==> config.mk <==
export PLATFORM = sky130hd
export DESIGN_NAME = fetch_prefetch_queue
export DESIGN_NICKNAME = d
export VERILOG_FILES = /design/src/rtl/fetch_prefetch_queue.sv
export SDC_FILE = /design/constraint.sdc
export NUM_CORES = 1
export LEC_CHECK = 0
export ABC_AREA = 1
export BUFFER_PORTS_ARGS = -buffer_cell sky130_fd_sc_hd__buf_2
export CAP_MARGIN = 20
export CORE_MARGIN = 2
export CORE_UTILIZATION = 40
export DETAILED_ROUTE_END_ITERATION = 6
export SYNTH_ARGS = -nofsm -noshare
export SYNTH_HDL_FRONTEND = slang
export SYNTH_SLANG_ARGS = --single-unit
==> constraint.sdc <==
create_clock -name clk -period 5.83 [get_ports clk]
set_clock_uncertainty 0.15 [all_clocks]
set_input_delay 0.583 -clock clk [delete_from_list [all_inputs] [get_ports clk]]
set_output_delay 0.583 -clock clk [all_outputs]
set_load 0.03 [all_outputs]
==> src/rtl/fetch_prefetch_queue.sv <==
// Sequential instruction prefetcher: word fetches from PC buffered in a DEPTH-entry FIFO,
// with flush redirect and discard of in-flight responses. `FETCH_BYPASS_EN adds empty-queue bypass.
`ifndef EXCEPTION_LEN
`define EXCEPTION_LEN 4
`endif

module fetch_prefetch_queue #(
    parameter int          DEPTH     = 4,
    parameter logic [31:0] BOOT_ADDR = 32'h0000_0000,
    parameter int          EXC_LEN   = `EXCEPTION_LEN
) (
    input  logic                         clk,
    input  logic                         rst,
    input  logic                         flush_i,
    input  logic [31:0]                  flush_pc_i,
    output logic                         out_valid_o,
    input  logic                         out_ready_i,
    output logic [31:0]                  out_instr_o,
    output logic [31:0]                  out_pc_o,
    output logic [EXC_LEN-1:0]           out_exc_o,
    output logic [$clog2(DEPTH+1)-1:0]   level_o,
    output logic [31:0]                  mem_addr_o,
    output logic                         mem_req_o,
    input  logic                         mem_ok_i,
    input  logic [31:0]                  mem_data_i,
    input  logic [EXC_LEN-1:0]           mem_exc_i
);
    localparam int PW = $clog2(DEPTH);
    localparam int LW = $clog2(DEPTH+1);

    logic [31:0]        pc_q    [DEPTH];
    logic [31:0]        pc_d    [DEPTH];
    logic [31:0]        instr_q [DEPTH];
    logic [31:0]        instr_d [DEPTH];
    logic [EXC_LEN-1:0] exc_q   [DEPTH];
    logic [EXC_LEN-1:0] exc_d   [DEPTH];
    logic [PW-1:0]      head_q, head_d, tail_q, tail_d;
    logic [LW-1:0]      level_q, level_d;
    logic [31:0]        fetch_pc_q, fetch_pc_d, addr_q, addr_d;
    logic               req_q, req_d, discard_q, discard_d, halted_q, halted_d;

    logic empty, rsp, keep, bypass, push, pop;
    logic unused_flush_lsb;

    assign unused_flush_lsb = ^flush_pc_i[1:0];

    assign empty = (level_q == '0);
    assign rsp   = req_q && mem_ok_i;
    // A response is kept only if it was not made stale by an earlier or simultaneous flush.
    assign keep  = rsp && !discard_q && !flush_i;
`ifdef FETCH_BYPASS_EN
    assign bypass = empty && keep && out_ready_i;
`else
    assign bypass = 1'b0;
`endif
    assign push = keep && !bypass;
    assign pop  = !empty && out_ready_i && !flush_i;

    assign level_o    = level_q;
    assign mem_req_o  = req_q;
    assign mem_addr_o = addr_q;

    always_comb begin
        out_valid_o = !empty;
        out_pc_o    = empty ? '0 : pc_q[head_q];
        out_instr_o = empty ? '0 : instr_q[head_q];
        out_exc_o   = empty ? '0 : exc_q[head_q];
        if (bypass) begin
            out_valid_o = 1'b1;
            out_pc_o    = fetch_pc_q;
            out_instr_o = mem_data_i;
            out_exc_o   = mem_exc_i;
        end
    end

    always_comb begin
        pc_d       = pc_q;
        instr_d    = instr_q;
        exc_d      = exc_q;
        head_d     = head_q;
        tail_d     = tail_q;
        level_d    = level_q;
        fetch_pc_d = fetch_pc_q;
        addr_d     = addr_q;
        req_d      = req_q;
        discard_d  = discard_q;
        halted_d   = halted_q;

        // Issue decisions use the current level, so a push landing this cycle is already counted.
        if (req_q) begin
            req_d = !mem_ok_i;
        end else if (!halted_q && (level_q < LW'(DEPTH)) && !flush_i) begin
            req_d  = 1'b1;
            addr_d = fetch_pc_q;
        end

        if (flush_i) begin
            head_d     = '0;
            tail_d     = '0;
            level_d    = '0;
            fetch_pc_d = {flush_pc_i[31:2], 2'b00};
            halted_d   = 1'b0;
            discard_d  = req_q && !mem_ok_i;
        end else begin
            if (rsp) begin
                if (discard_q) begin
                    discard_d = 1'b0;
                end else begin
                    fetch_pc_d = fetch_pc_q + 32'd4;
                    if (mem_exc_i != '0) halted_d = 1'b1;
                end
            end
            if (push) begin
                pc_d[tail_q]    = fetch_pc_q;
                instr_d[tail_q] = mem_data_i;
                exc_d[tail_q]   = mem_exc_i;
                tail_d          = tail_q + 1'b1;
            end
            if (pop) head_d = head_q + 1'b1;
            level_d = level_q + LW'(push) - LW'(pop);
        end
    end

    always_ff @(posedge clk) begin
        if (rst) begin
            head_q     <= '0;
            tail_q     <= '0;
            level_q    <= '0;
            fetch_pc_q <= BOOT_ADDR;
            addr_q     <= BOOT_ADDR;
            req_q      <= 1'b0;
            discard_q  <= 1'b0;
            halted_q   <= 1'b0;
        end else begin
            head_q     <= head_d;
            tail_q     <= tail_d;
            level_q    <= level_d;
            fetch_pc_q <= fetch_pc_d;
            addr_q     <= addr_d;
            req_q      <= req_d;
            discard_q  <= discard_d;
            halted_q   <= halted_d;
        end
    end

    always_ff @(posedge clk) begin
        pc_q    <= pc_d;
        instr_q <= instr_d;
        exc_q   <= exc_d;
    end
endmodule
Word-level counts from Yosys, hierarchy flattened
Index checks and enable logic that the tools add are counted.

Register bits after elaboration: 346. Logic and storage cells: 85. Output and inout bits: 105.

Equal/unequal tests: 1. Bitwise logic cells: 5. Reduce and logical (&&, ||, !) cells: 23. Muxes and demuxes: 26. $lt $le $gt $ge: 4. Add/sub/neg operators: 5.

Operators by type and width (count): 32-bit two-way mux (10); 128-bit bitwise mux (2); 32-bit binary-select mux with 2-bit select (2); 32-bit demux with 2-bit select (1); 32-bit by 3-bit adder with 32-bit output, second input constant (1); 16-bit bitwise mux (1); 4-bit two-way mux (4); 1-bit logical AND (9); 4-bit binary-select mux with 2-bit select (1); 4-bit demux with 2-bit select (1); 2-bit AND reduction (4); 3-bit >= comparator, second input constant (2); 2-bit inverter with 3-bit output (2); 1-bit logical NOT (5); 2-bit by 1-bit adder with 2-bit output, second input constant (2); 1-bit two-way mux (4); 4-bit nonzero test (1); 3-bit by 1-bit adder with 3-bit output (1); 3-bit logical NOT (1); 3-bit by 1-bit less-than comparator with 1-bit output, second input constant (1); 3-bit less-than comparator, second input constant (1); 1-bit inverter (3); 3-bit AND reduction (1); 3-bit by 1-bit subtractor with 3-bit output (1); 3 further kinds (3).

Logic depth before layout (Yosys ltp)
Gate-level depths: netlist of the first run.

Word-level depth: 6. Depth in mapped cells: 11. Gate-level depth less buffers: 11.

Least setup slack after synthesis of the first run
No wires, ideal clock.

Kind: input to register. Start point: input port mem_ok_i. End point: register exc_q[0] (netlist name), enable pin. Setup time: 490 ps. Stages: 5. Path slack: 1407 ps. Arrival time: 3783 ps. Path buffers: 1. Cell sequence: nand2_1 -> nor2_1 -> buf_4 -> nand2_4 -> nor2_1.

Longest elaborated chain between the ends: 4.

RTL lines: start: declaration (line 24) `input logic mem_ok_i,`; 1-bit logical AND (line 48) `assign rsp = req_q && mem_ok_i;`; 1-bit logical AND (2 in a row) (line 50) `assign keep = rsp && !discard_q && !flush_i;`; 2-bit AND reduction (no source line); end signal: assignment (line 149) `exc_q <= exc_d;`; end: declaration (line 35) `logic [EXC_LEN-1:0] exc_q [DEPTH];`.

No other way between the ends. A chain may end at the register's enable or synchronous reset.

Worst setup path in the final report of the first run
Start point: register head_q[0]. End point: output port out_instr_o[9].

Longest elaborated chain between the ends: 5.

RTL lines: start: declaration (line 37) `logic [PW-1:0] head_q, head_d, tail_q, tail_d;`; start signal: assignment (line 126) `head_q <= '0;`; start signal: assignment (line 135) `head_q <= head_d;`; 2-bit inverter with 3-bit output (not written as such) (line 66) `out_instr_o = empty ? '0 : instr_q[head_q];`; 32-bit binary-select mux with 2-bit select (line 66); 32-bit two-way mux (not written as such) (2 in a row) (line 66); 32-bit two-way mux (line 66); end: declaration (line 18) `output logic [31:0] out_instr_o,`.

No other way between the ends. The select of a mux whose other input is x is not followed.

==> results.toml, run 1 <==
[worst_hold_path]
holdCritPathClass = "primary input to register"
hold_start = "mem_data_i[24]"
hold_depth = 1
hold-path-endpoint = "instr_q[120]"

[timing]
setup_violations = 0
post-route-period-util = 0.716
tns_ns = 0
layout_min_cycle_time_ns = 4.18
fmax_mhz = 239
finalHoldViolations = 0
max_slew_margin = 0.317
slew_violations = 0
rsz0062_at_grt = "false"
worst_pin_slew_ns = 1.02

[clock_network]
cts_buffer_depth = 3
cts_buffers = 37
cts_sinks = 334
postCtsSetupBuffers = 0
post_cts_resized = 0
htreeDepth = 2
path_clk_slew_ns = 0.06
cts_hold_buffers = 0
cts-root-buf = "clkbuf_16"
cts_tree = "yes"
clk_latency_ns = 0.52

[synthesis]
synth_top_area_frac = 0.578
netlist_area_mm2 = 0.0137
synth_commonest_cells = "nor2_1 (350), edfxtp_1 (264), o21ai_0 (172)"
yosysTopAreaCell = "edfxtp_1"
ys_top_cells_by_area = "edfxtp_1 (58%), dfxtp_1 (10%), nor2_1 (9.6%)"
yosys_warnings = 0
synth-seq-cells = 334
ys_dominant_reg_cell = "edfxtp_1"
synth-async-reset-ratio = 0
yosysSeqAreaShare = 0.680
synth_cell_type_count = 38
syn_area_per_cell_um2 = 10.6
synth_most_common_cell = "nor2_1"
synth-edff-count = 264
netlist_instances = 1298

[detailed_routing]
vias = 9742
vias_per_cell = 5.06
ant_nets = 0
first_pass_iters = 4
totalWireLength_mm = 33.6
route.detailed.drc = 0
routedWlPerCell_um = 17.5
drt_iter0_markers = 697

[global_routing]
antenna_found_initial = 1
grt_pass1_vias = 9354
grt_max_degree = 76
grtUsageTotal = 0.186
grt_pass1_wl_mm = 52.0
grt_overflow = 0

[power_and_ir_drop]
leakagePower_uw = 0.00598
power_density_mw_per_mm2 = 314
ir_drop_uv = 176

[critical_path]
endpoint_kind = "output pin"
max_stage_delay_ns = 0.91
crit_type = "register to output pin"
required_ns = 5.10
critical_path.startpoint = "head_q[0]"
critical-path-top-delay-family = "buffers and inverters"
cp-start-kind = "register"
timing.critical_path.buf_inv = 3
reg2reg_slack_ns = 2.75
cp.arrival_ns = 3.44
slowest_stage = "clkinv_2"
r2r_end = "level_o[2]"
reg2reg_depth = 10
cp_max_fo = 71
crit_chain = "clkinv_2 -> buf_4 -> o21ai_0 -> a21oi_1 -> buf_2"
rr_startpoint = "level_o[1]"

[die]
num_io_pins = 178
initial_core_util = 0.407
die_h_um = 189
die-area_mm2 = 0.0358
fp-row-count = 67
core_area_mm2 = 0.0337
die_w_um = 189

[placement]
dp.cells = 1857
port_buffers = 171
gp_congestion = 0.807
dp_hpwl_mm = 19.2

[finish]
layout.nets = 1530
area_delta_synth_final_pct = 17.4
drive_above_1_share = 0.179
stdcell_count = 1925

[run]
cap_violations = 0

[outcome]
status = "complete, no violations"
cell families (layout without fill, tap and decap cells):
family | after synthesis | in the layout | share of synthesized area
buffers and inverters | 118 | 293 | 0.0369
AOI/OAI and AO/OA | 307 | 307 | 0.117
other | 1 | 5 | 0.000273
adders and majority gates | 8 | 8 | 0.00784
DFF | 334 | 334 | 0.680
and+or+nand+nor | 522 | 522 | 0.154
xor gates and xnor gates | 8 | 8 | 0.00510
cell type report:
| cell class | instances | area [um^2] |
|---|---|---|
| diodes | 1 | 2.50 |
| clock buffers | 50 | 1010 |
| clock inverters | 16 | 110 |
| fillers | 3110 | 17600 |
| inverters | 44 | 168 |
| multi-input cells | 849 | 3940 |
| flip-flops and latches | 334 | 9330 |
| well taps | 448 | 561 |
| repair buffers | 183 | 991 |
state kept, by name, summed over array words and instances (netlist names):
register	count
mem_addr_o	30
pc_q	120
level_o	3
fetch_pc_q	30
exc_q	16
tail_q	2
halted_q	1
discard_q	1
instr_q	128
head_q	2
mem_req_o	1
per-stage QoR:
step	util	cell area, um^2	hold WS [ns]	power [uW]	setup WS [ns]
after floorplan	-	13700	0.304	2860	1.41
after global routing	0.478	16100	0.122	5240	1.31
final	0.478	16100	0.131	5060	1.65
after global placement	0.444	15000	0.317	2960	2.15
after CTS	0.477	16100	0.110	5110	1.58
after detailed placement	0.444	15000	0.323	2960	2.11
layout by cell type (no fill, tap or decap), types with 29 or more instances in the layout:
master and n:
nor2_1 346, edfxtp_1 264, o21ai_0 172, buf_2 171
nand2_1 116, a21oi_1 104, dfxtp_1 68, clkbuf_16 38
inv_1 36, nand3_1 29
layer usage:
layer	global-route usage	part of all wire	routed length, um
met5	0	0	0
met4	0.0435	0.018	598
met3	0.0315	0.061	2060
met2	0.300	0.45	15200
met1	0.266	0.47	15800
where the power goes:
group	internal, uW	switching [uW]	total, uW
sequential	2610	51.0	2660
combinational	77.4	177	255
clock	1260	884	2140
worst max path at each step:
stage	to	slack (ns)	depth (start not counted)
2_1_floorplan	exc_q[0]	1.41	5
3_3_place_gp	out_instr_o[13]	2.15	5
3_5_place_dp	out_instr_o[9]	2.11	5
4_1_cts	out_instr_o[9]	1.58	5
5_1_grt	out_instr_o[17]	1.31	5
6_report	out_instr_o[9]	1.65	5
worst register-to-register path, cell delays in order, from the launching register on:
cell and delay (ns):
dfxtp_1 0.36, nor3_2 0.18, buf_4 0.73, nor2_1 0.23
ha_1 0.35, inv_1 0.06, ha_1 0.13, inv_1 0.05
fa_1 0.36, or2_2 0.30, a21oi_1 0.11
Note: power is estimated with default switching activity, not from simulation.
==> inputs of run 2 (changes only) <==
Settings changed: ABC_AREA 1 to 0.
Clock period 5.83 ns to 4.35 ns, I/O delays scaled along.
==> run 2 against run 1 <==
  * Area after synthesis is 3.2% lower
  * Synthesized cell count is 35% lower
  * Final cell count is 21% lower
  * Register-to-register slack worse by 1.1 ns
==> results.toml, run 2 <==
[critical_path]
cp-start-kind = "register"
required_ns = 3.76
crit_type = "register to output pin"
r2r_end = "instr_q[68]"
reg2reg_slack_ns = 1.61
endpoint_kind = "output pin"
cp_max_fo = 35
reg2reg_depth = 3
cp.arrival_ns = 2.61
rr_startpoint = "mem_req_o"

[timing]
worst_slack_ns = 1.15
worst_pin_slew_ns = 1.06
slew_violations = 0
setup_violations = 0
fmax_mhz = 313
holdWs_ns = 0.0240
post-route-period-util = 0.735
rsz0062_at_grt = "false"
tns_ns = 0
finalHoldViolations = 0
max_slew_margin = 0.284
layout_min_cycle_time_ns = 3.20

[power_and_ir_drop]
switching_power_uw = 1450
ir_drop_uv = 271
p_comb_frac = 0.043
p_int_uw = 5500
clkPwrFrac = 0.444
leakagePower_uw = 0.00565
power_density_mw_per_mm2 = 429
power_frac_seq = 0.512
switching_share = 0.209

[global_routing]
grtUsageTotal = 0.175
grt_max_degree = 69
antenna_found_initial = 1
grt_overflow = 0
grt_pass1_vias = 7822
grt_pass1_wl_mm = 45.5

[placement]
gp_congestion = 0.743
dp.cells = 1419
dp_hpwl_mm = 18.0
port_buffers = 171
post-place-ws_ns = 1.35

[synthesis]
netlist_area_mm2 = 0.0133
synth_most_common_cell = "edfxtp_1"
synth-seq-cells = 334
synth-edff-count = 264
netlist_instances = 842
synth-async-reset-ratio = 0
ys_top_cells_by_area = "edfxtp_1 (60%), mux4_2 (11%), dfxtp_1 (11%)"
yosysSeqAreaShare = 0.702
synth_top_area_frac = 0.596
ys_dominant_reg_cell = "edfxtp_1"
yosys_warnings = 0
synth_commonest_cells = "edfxtp_1 (264), nand2_1 (78), dfxtp_1 (70)"
syn_area_per_cell_um2 = 15.8
yosysTopAreaCell = "edfxtp_1"
synth_cell_type_count = 45

[clock_network]
htreeDepth = 2
post_cts_resized = 0
cts_tree = "yes"
path_clk_slew_ns = 0.06
cts_buffers = 37
clk_latency_ns = 0.51
cts-root-buf = "clkbuf_16"
cts_hold_buffers = 32
postCtsSetupBuffers = 0
cts_buffer_depth = 3
cts_sinks = 334

[detailed_routing]
totalWireLength_mm = 30.1
route.detailed.drc = 0
vias = 7960
routedWlPerCell_um = 19.9
ant_nets = 0
drt_iter0_markers = 516
vias_per_cell = 5.26
first_pass_iters = 5

[die]
die_w_um = 186
die-area_mm2 = 0.0347
core_area_mm2 = 0.0326
fp-row-count = 66
num_io_pins = 178
initial_core_util = 0.407
die_h_um = 186

[finish]
drive_above_1_share = 0.297
layout.nets = 1129
stdcell_count = 1514
area_delta_synth_final_pct = 21.9
regMostFlops = "instr_q"
final_common_cell = "edfxtp_1"
largest_register_ffs = 128
final_cell_mix = "edfxtp_1 (264), buf_2 (171), nand2_1 (78), dfxtp_1 (68), and2_1 (67)"
top_regs = "instr_q x128, pc_q x120"

[worst_hold_path]
hold_depth = 1
hold_start = "mem_data_i[2]"
hold-path-endpoint = "instr_q[98]"
holdCritPathClass = "primary input to register"

[outcome]
status = "complete, no violations"

[run]
cap_violations = 0
[run 2: cell count changes in the layout (fill, tap and decap cells not counted), moves of 38 or more]
cell | previous run | this run
a21oi_1 | 104 | 34
and2_1 | 0 | 67
nor2_1 | 346 | 32
nand2_1 | 116 | 78
mux4_2 | 0 | 66
o21ai_0 | 172 | 13
[run 2: through the flow]
| stage | power (uW) | cell area [um^2] | util |
|---|---|---|---|
| after floorplan | 3770 | 13300 | - |
| after global placement | 3900 | 14700 | 0.450 |
| after detailed placement | 3910 | 14700 | 0.450 |
| after CTS | 7020 | 16200 | 0.497 |
| after global routing | 7190 | 16200 | 0.497 |
| final | 6950 | 16200 | 0.497 |
[run 2: how the worst max path moves through the flow]
stage / slack, ns / from / endpoint / cells past startpoint
floorplan: 0.87 / mem_req_o / exc_q[0] / 4
global placement: 1.35 / flush_i / pc_q[92] / 5
detailed placement: 1.35 / flush_i / pc_q[92] / 5
CTS: 1.04 / head_q[0] / out_instr_o[10] / 4
global route: 0.94 / head_q[0] / out_instr_o[11] / 4
finish: 1.15 / head_q[0] / out_instr_o[10] / 4
[run 2: cells by family after synthesis]
logic type / share of synthesized area
flip-flops: 0.702
AND/OR/NAND/NOR: 0.105
AO/OA/AOI/OAI: 0.0446
buffers and inverters: 0.0214
multiplexers: 0.112
XOR/XNOR: 0.00659
adder cells (fa/ha/maj): 0.00810
other: 0.000282
[run 2: cell type report]
cell class              count  area (um^2)
fillers                  2808        16400
flip-flops and latches    334         9340
multi-input cells         441         3720
repair buffers            218         1340
clock buffers              45          976
well taps                 442          553
clock inverters            17          219
inverters                  16         60.1
diodes                      1         2.50
[run 2: power groups by stage]
| stage | sequential, uW | clock (uW) | combinational, uW |
|---|---|---|---|
| final | 3560 | 3090 | 300 |
| after floorplan | 3630 | 0 | 143 |
| after detailed placement | 3630 | 0 | 279 |
| after global placement | 3630 | 0 | 275 |
| after global routing | 3570 | 3290 | 330 |
| after CTS | 3560 | 3160 | 303 |
[run 2: critical path, stage by stage, from the launching register on]
cell,delay [ns]
dfxtp_4,0.84
buf_4,0.39
mux4_2,0.53
and2_1,0.18
buf_2,0.17
[run 2: per-layer routing]
layer  up-vias  GRT usage  wire length (um)
met5         -          0                 0
met4         0     0.0485               623
met3        42     0.0304              1750
met2       252      0.288             14600
met1      3996      0.241             13100
li1       3670          -                 -
==> inputs of run 3 (changes only) <==
Clock period 4.35 ns to 3.18 ns, I/O delays scaled along.
==> run 3 against run 2 <==
  * Critical path depth is the same
  * Non-clock buffer count up 46
  * Total power rose by 33%
  * Wire length up 2.0%
  * Sequential cell count stayed put
  * Worst hold slack worse by 0.0010 ns
  * Global-route usage grew 0.45 points
  * Sequential share of layout area shrank 1.5 points
  * Die area did not move
  * Worst setup slack got worse by 0.85 ns
==> results.toml, run 3 (synthesized netlist as in run 2, its figures left out) <==
[outcome]
status = "complete, no violations"

[critical_path]
slowest_stage = "dfxtp_4"
timing.critical_path.buf_inv = 2
max_stage_delay_ns = 0.64
critical-path-top-delay-family = "flip-flops"
endpoint_kind = "output pin"
cp-start-kind = "register"
cp_max_fo = 22
required_ns = 2.71
cp.arrival_ns = 2.41
crit_chain = "buf_4 -> mux4_2 -> and2_1 -> buf_2"
crit_type = "register to output pin"
reg2reg_slack_ns = 0.55

[placement]
gp_congestion = 0.786
dp_hpwl_mm = 18.7
port_buffers = 171
place_area_mm2 = 0.0148

[timing]
fmax_mhz = 348
holdWs_ns = 0.0230
max_slew_margin = 0.520
worst_pin_slew_ns = 0.719
layout_min_cycle_time_ns = 2.87
post-route-period-util = 0.904
setup_violations = 0
finalHoldViolations = 0
slew_violations = 0
rsz0062_at_grt = "false"
tns_ns = 0

[finish]
final_cell_mix = "edfxtp_1 (264), buf_2 (171), nand2_1 (78), dfxtp_1 (68)"
regMostFlops = "instr_q"
top_regs = "instr_q x128, pc_q x120"
multi_input_area_mm2 = 0.00372
fill_cells = 2801
final_common_cell = "edfxtp_1"
area_delta_synth_final_pct = 25.1
layout.nets = 1174
final_area_mm2 = 0.0166
num_antenna_cells = 0
largest_register_ffs = 128
regArea_mm2 = 0.00934
drive_above_1_share = 0.291

[clock_network]
cts-root-buf = "clkbuf_16"
clk_latency_ns = 0.51
htreeDepth = 2
cts_sinks = 334
cts_buffer_depth = 3
cts_buffers = 36
cts_tree = "yes"
path_clk_slew_ns = 0.06

[global_routing]
antenna_found_initial = 0
grt_pass1_vias = 8037
grt_pass1_wl_mm = 46.9
grt_max_degree = 69
grt_overflow = 0
grtUsageTotal = 0.179

[die]
num_io_pins = 178
die-area_mm2 = 0.0347
initial_core_util = 0.407
die_w_um = 186
core_area_mm2 = 0.0326
die_h_um = 186
fp-row-count = 66

[detailed_routing]
route.detailed.drc = 0
ant_nets = 0
routedWlPerCell_um = 19.6
totalWireLength_mm = 30.7
drt_iter0_markers = 449
vias = 8142
first_pass_iters = 5
vias_per_cell = 5.22

[power_and_ir_drop]
power_density_mw_per_mm2 = 557
ir_drop_uv = 313
leakagePower_uw = 0.00583
report.power.total_uw = 9270

[run]
cap_violations = 0

[worst_hold_path]
holdCritPathClass = "primary input to register"
-- run 3: cell count changes in the layout (fill, tap and decap cells not counted) --
| cell | before | now |
|---|---|---|
| clkbuf_1 | 6 | 8 |
| buf_12 | 4 | 10 |
| buf_4 | 11 | 16 |
| clkbuf_16 | 37 | 38 |
| bufinv_16 | 5 | 1 |
| diode_2 | 1 | 0 |
| clkinv_4 | 0 | 1 |
| clkbuf_8 | 2 | 1 |
| dlygate4sd3_1 | 32 | 67 |
| clkinv_1 | 4 | 7 |
-- run 3: layout make-up --
type,count,share of cell area
clock buffers,47,0.0598
inverters,16,0.00361
repair buffers,264,0.111
well taps,442,0.0333
clock inverters,17,0.00715
multi-input cells,441,0.224
flip-flops and latches,334,0.562
-- run 3: routing by layer --
| metal | global-route usage | wire length (um) |
|---|---|---|
| met1 | 0.245 | 13400 |
| met2 | 0.300 | 15000 |
| met3 | 0.0265 | 1540 |
| met4 | 0.0520 | 695 |
| met5 | 0 | 0 |
-- run 3: final timing paths --
| path | start | to | cells after the start |
|---|---|---|---|
| setup reg to reg | fetch_pc_q[5] | fetch_pc_q[24] | 4 |
| hold / removal | rst | mem_addr_o[26] | 2 |
| setup / recovery | head_q[0] | out_instr_o[22] | 4 |
| hold reg to reg | mem_addr_o[29] | mem_addr_o[29] | 2 |
-- run 3: through the flow --
step / setup WS [ns] / util / instances
6_report: 0.307 / 0.510 / 1561
5_1_grt: 0.142 / 0.510 / 1561
4_1_cts: 0.214 / 0.510 / 1561
3_5_place_dp: 0.554 / 0.455 / 1430
3_3_place_gp: 0.596 / 0.455 / 1430
2_1_floorplan: 0.427 / - / 845
-- run 3: what timing repair did --
action                    4_1_cts  5_1_grt
hold buffers                   67        0
hold endpoints to repair      176        0
buffers inserted                0        0
resized for setup               0        0
-- run 3: power by group --
part           switching (uW)  internal, uW
sequential               86.4          4780
combinational             269           187
clock                    1650          2290
-- run 3: worst reg2reg max path, delay by kind of cell (launching register included) --
family	cells	cell delay, ns
AND/OR/NAND/NOR	3	1.63
flip-flops	1	0.53
AO/OA/AOI/OAI	1	0.24
